[src/rtl/multicycle_control.sv]
// Multi-cycle sequencer for the MIPS-subset datapath: steps each instruction through
// fetch/decode/execute/memory/write-back and issues one control word per cycle.
//
// state  | meaning
// FETCH  | read instruction over the shared memory port, load IR and PC+4 on ack
// DECODE | latch instruction class from opcode, dispatch
// EXEC   | ALU operation for R-type, addi, lw/sw address
// MEM    | data access for lw/sw over the shared memory port
// WB     | register-file write for R-type, addi, lw
// BRANCH | beq compare, PC load from branch target when zero
// JUMP   | PC load from jump target
// HALT   | all enables off until reset
module multicycle_control (
  input  logic        clk,
  input  logic        rst,
  input  logic [5:0]  opcode,
  input  logic [5:0]  funct,
  input  logic        zero,
  input  logic        mem_ack,
  output logic        mem_req,
  output logic        mem_we,
  output logic        iord,
  output logic        ir_write,
  output logic        pc_write,
  output logic [1:0]  pc_src,
  output logic        alu_src_b,
  output logic [3:0]  alu_op,
  output logic        reg_write,
  output logic        reg_dst,
  output logic        mem_to_reg,
  output logic [2:0]  state,
  output logic        halted,
  output logic [31:0] instr_count
);

  typedef enum logic [2:0] {
    S_FETCH  = 3'd0,
    S_DECODE = 3'd1,
    S_EXEC   = 3'd2,
    S_MEM    = 3'd3,
    S_WB     = 3'd4,
    S_BRANCH = 3'd5,
    S_JUMP   = 3'd6,
    S_HALT   = 3'd7
  } state_e;

  typedef enum logic [2:0] {
    C_NONE  = 3'd0,
    C_RTYPE = 3'd1,
    C_ADDI  = 3'd2,
    C_LW    = 3'd3,
    C_SW    = 3'd4
  } cls_e;

  localparam logic [3:0] ALU_ADD = 4'd0;
  localparam logic [3:0] ALU_SUB = 4'd1;
  localparam logic [3:0] ALU_AND = 4'd2;
  localparam logic [3:0] ALU_OR  = 4'd3;
  localparam logic [3:0] ALU_SLT = 4'd4;

  state_e      state_q, state_d;
  cls_e        cls_q, cls_d;
  logic [31:0] count_q, count_d;
  logic        retire;

  always_ff @(posedge clk or posedge rst) begin
    if (rst) begin
      state_q <= S_FETCH;
      cls_q   <= C_NONE;
      count_q <= '0;
    end else begin
      state_q <= state_d;
      cls_q   <= cls_d;
      count_q <= count_d;
    end
  end

  always_comb begin
    state_d    = state_q;
    cls_d      = cls_q;
    retire     = 1'b0;
    mem_req    = 1'b0;
    mem_we     = 1'b0;
    iord       = 1'b0;
    ir_write   = 1'b0;
    pc_write   = 1'b0;
    pc_src     = 2'b00;
    alu_src_b  = 1'b0;
    alu_op     = ALU_ADD;
    reg_write  = 1'b0;
    reg_dst    = 1'b0;
    mem_to_reg = 1'b0;
    halted     = 1'b0;

    unique case (state_q)
      S_FETCH: begin
        mem_req = 1'b1;
        // Reset gating keeps an ack that arrives during reset from loading IR/PC.
        ir_write = mem_ack & ~rst;
        pc_write = mem_ack & ~rst;
        if (mem_ack) state_d = S_DECODE;
      end
      S_DECODE: begin
        unique case (opcode)
          6'b000000: begin cls_d = C_RTYPE; state_d = S_EXEC;   end
          6'b001000: begin cls_d = C_ADDI;  state_d = S_EXEC;   end
          6'b100011: begin cls_d = C_LW;    state_d = S_EXEC;   end
          6'b101011: begin cls_d = C_SW;    state_d = S_EXEC;   end
          6'b000100: begin cls_d = C_NONE;  state_d = S_BRANCH; end
          6'b000010: begin cls_d = C_NONE;  state_d = S_JUMP;   end
          6'b111111: begin cls_d = C_NONE;  state_d = S_HALT;   end
          default: begin
            cls_d   = C_NONE;
            state_d = S_FETCH;
            retire  = 1'b1;
          end
        endcase
      end
      S_EXEC: begin
        if (cls_q == C_RTYPE) begin
          unique case (funct)
            6'b100010: alu_op = ALU_SUB;
            6'b100100: alu_op = ALU_AND;
            6'b100101: alu_op = ALU_OR;
            6'b101010: alu_op = ALU_SLT;
            default:   alu_op = ALU_ADD;
          endcase
          state_d = S_WB;
        end else begin
          alu_src_b = 1'b1;
          state_d   = (cls_q == C_ADDI) ? S_WB : S_MEM;
        end
      end
      S_MEM: begin
        mem_req   = 1'b1;
        iord      = 1'b1;
        mem_we    = (cls_q == C_SW);
        alu_src_b = 1'b1;
        if (mem_ack) begin
          if (cls_q == C_SW) begin
            state_d = S_FETCH;
            retire  = 1'b1;
          end else begin
            state_d = S_WB;
          end
        end
      end
      S_WB: begin
        reg_write  = 1'b1;
        reg_dst    = (cls_q == C_RTYPE);
        mem_to_reg = (cls_q == C_LW);
        state_d    = S_FETCH;
        retire     = 1'b1;
      end
      S_BRANCH: begin
        alu_op   = ALU_SUB;
        pc_src   = 2'b01;
        pc_write = zero & ~rst;
        state_d  = S_FETCH;
        retire   = 1'b1;
      end
      S_JUMP: begin
        pc_src   = 2'b10;
        pc_write = ~rst;
        state_d  = S_FETCH;
        retire   = 1'b1;
      end
      S_HALT: begin
        halted = 1'b1;
      end
      default: state_d = S_FETCH;
    endcase

    count_d = count_q + {31'd0, retire};
  end

  assign state       = state_q;
  assign instr_count = count_q;

endmodule

[config.mk]
export PLATFORM = sky130hd
export DESIGN_NAME = multicycle_control
export DESIGN_NICKNAME = d
export VERILOG_FILES = /design/src/rtl/multicycle_control.sv
export SDC_FILE = /design/constraint.sdc
export NUM_CORES = 1
export LEC_CHECK = 0
export ABC_AREA = 1
export CORE_MARGIN = 1
export CORE_UTILIZATION = 50
export DETAILED_ROUTE_END_ITERATION = 16
export GPL_TIMING_DRIVEN = 0
export PLACE_DENSITY = 0.83
export SKIP_CTS_REPAIR_TIMING = 1
export SYNTH_ARGS = -nofsm -noshare
export SYNTH_HDL_FRONTEND = slang
export SYNTH_SLANG_ARGS = --single-unit
[constraint.sdc]
create_clock -name clk -period 5.6 [get_ports clk]
set_clock_uncertainty 0.15 [all_clocks]
set_input_delay 0.84 -clock clk [delete_from_list [all_inputs] [get_ports clk]]
set_output_delay 0.84 -clock clk [all_outputs]
set_load 0.02 [all_outputs]
==> qor.yml <==
yosys:
  ys_types: 27
  yosys_warnings: 0
  ys_top_cells_by_count: "nand2_1 (118), nor2_1 (50), inv_1 (49)"
  yosys_register_bits: 38
  ys_top_cells_by_area: "dfrtp_1 (39%), nand2_1 (18%), nor2_1 (7.8%)"
  synth_top_area_frac: 0.395
  avgSynthCellArea_sq_um: 6.88
  syn_nets: 368
  synthCells: 350
  async_flop_share: 1.00
  ys_seq_area_frac: 0.395
  synth_edf_count: 0
  synth_ff_type: "dfrtp_1"
  synth_top_cell_by_area: "dfrtp_1"
  netlist_area_sq_um: 2410
  synthMostInstantiatedCell: "nand2_1"
worst_setup_path:
  slowest_stage: "clkdlybuf4s50_1"
  worstPathMaxFanout: 39
  worstSetupStartpointType: "primary input"
  critPathMaxStageDelay_ps: 620
  critPathKind: "primary input to primary output"
  cp_cell_sequence: "clkdlybuf4s50_1 -> inv_2 -> o21ai_0 -> o21bai_1 -> clkdlybuf4s50_1"
  arrival_ps: 2860
  critPathRequiredTime_ps: 4610
  endpoint_kind: "primary output"
  cpMostUsedCell: "clkdlybuf4s50_1"
floorplan:
  rows: 24
  initial_core_util: 0.535
  die_w_microns: 71.4
  num_io_pins: 67
  fp.dieH_microns: 71.4
  core_sq_um: 4500
  die-area_sq_um: 5100
timing:
  final.period_utilization: 0.688
  max_slew_margin: 0.473
  slew_violations: 0
  finalWorstPathRequiredPeriod_ps: 3850
  fin_tns_setup_ps: 0
  setup_violations: 0
  max_freq_mhz: 260
  fin_ws_ps: 1750
  report.final.hold_viol_count: 0
  rsz0062_at_grt: "no"
  tightest_slew_ps: 790
finish:
  antenna_cells: 0
  final_util: 0.714
  n_fill_cell: 374
  syn2layout_area_growth_pct: 33.5
  final_nets: 440
  drive_gt1_frac: 0.0544
routing:
  met2_length_microns: 3100
  ant_nets: 0
  first_pass_iters: 11
  dr_wl_met3_microns: 285
  wl_per_cell_microns: 13.1
  viasPerCell: 5.16
  routed.top_layer: "met4"
  drtIter0Drc: 177
  wirelength_met1_microns: 2770
  routed_wirelength_microns: 6230
  drc: 2
  num_vias: 2451
place:
  dp_hpwl_microns: 4950
  place_ws_ps: 1700
  gp_congestion: 0.940
  io_buffers: 65
clocking:
  cts_buffer_depth: 2
  h-tree-depth: 2
  cts_tree: "built"
  cts_root_buf: "clkbuf_8"
  clkSlewWorstSetupHoldPaths_ps: 70
  clk_latency_ps: 280
  cts_buffers: 5
  cts_sinks: 38
power:
  powerDensity_nw_per_um2: 262
  peakVddDrop_mv: 0.212
  p_leak_nw: 1.48
grt:
  gr-total-overflow: 0
  grtUsageTotal: 0.263
  grt_pass1_wl_microns: 10500
  antenna_found_initial: 0
  grt_start_max_net_pins: 40
  grt_pass1_vias: 2352
run_status:
  outcome: "finished, violations left"
  violations: "design-rule violations"
min_path:
  hp-class: "register to register"
run:
  drv_cap: 0
[power breakdown]
part	switching [mW]	total (mW)	internal, mW
registers	0.0398	0.347	0.307
clock network	0.0936	0.193	0.0994
logic	0.175	0.303	0.128
total	0.308	0.842	0.534
[final cells by class]
type | count | area [sq um] | share of cell area
buffer | 2 | 12.5 | 0.00389
inverter | 49 | 184 | 0.0572
multi-input combinational | 261 | 1260 | 0.392
sequential | 38 | 951 | 0.296
clock buffer | 7 | 86.3 | 0.0268
tap | 52 | 65.1 | 0.0202
clock inverter | 1 | 5.00 | 0.00156
timing repair buffer | 65 | 651 | 0.202
[metal layers]
metal  vias up  track usage
met5         -            0
met4         0       0.0778
met3         8       0.0478
met2        78        0.466
met1      1137        0.327
li1       1228            -
[path summary, 6_finish.rpt]
path                                      start              end  slack (ps)  depth (start not counted)
worst max register to register         state[2]  instr_count[28]        2500                         13
max in group asynchronous                   rst  instr_count[19]        3900                          2
worst min register to register  instr_count[31]  instr_count[31]         360                          2
min in group asynchronous                   rst         state[0]         900                          2
worst min-delay path            instr_count[31]  instr_count[31]         360                          2
worst max-delay path                        rst         pc_write        1750                          5
[layout by cell type, fill, tap and decap left out]
master / instances
nand2_1: 118
clkdlybuf4s50_1: 65
nor2_1: 50
inv_1: 48
dfrtp_1: 38
nand3_1: 20
nor3_1: 15
xor2_1: 11
nand3b_1: 9
o21ai_0: 6
clkbuf_8: 6
nor2_4: 5
xnor2_1: 4
nand2_2: 3
a21oi_1: 3
nor3_2: 2
nand3_2: 2
nand4_1: 2
o21bai_1: 2
ha_1: 2
buf_2: 1
a22oi_1: 1
nor2_2: 1
o21ai_1: 1
nor3b_1: 1
a21o_1: 1
inv_2: 1
nor4_1: 1
buf_4: 1
conb_1: 1
clkinv_2: 1
clkbuf_1: 1
[logic make-up (layout without fill, tap and decap cells)]
family / Yosys count / in the layout / synth area share
AO/OA/AOI/OAI: 14 / 14 / 0.0332
adder cells (fa/ha/maj): 2 / 2 / 0.0104
buffers and inverters: 51 / 124 / 0.0816
XOR/XNOR: 15 / 15 / 0.0545
AND/OR/NAND/NOR: 229 / 229 / 0.424
flip-flops: 38 / 38 / 0.395
other: 1 / 1 / 0.00156
[critical path: cells and delay by family]
kind                   cells  cell delay (ps)
AO/OA/AOI/OAI              2              380
buffers and inverters      3             1640
[per-stage QoR]
step	std cells	total power, mW	hold WS [ps]	cell area [sq um]
floorplan	350	0.517	403	2410
global placement	467	0.645	323	3120
detailed placement	467	0.655	337	3120
CTS	475	0.847	357	3220
global route	475	0.889	375	3220
finish	475	0.842	355	3220
[sequential cells by signal, summed over array words and instances (netlist names)]
register and flops:
instr_count 32, cls_q 3, state 3
Note: power is estimated with default switching activity, not from simulation.
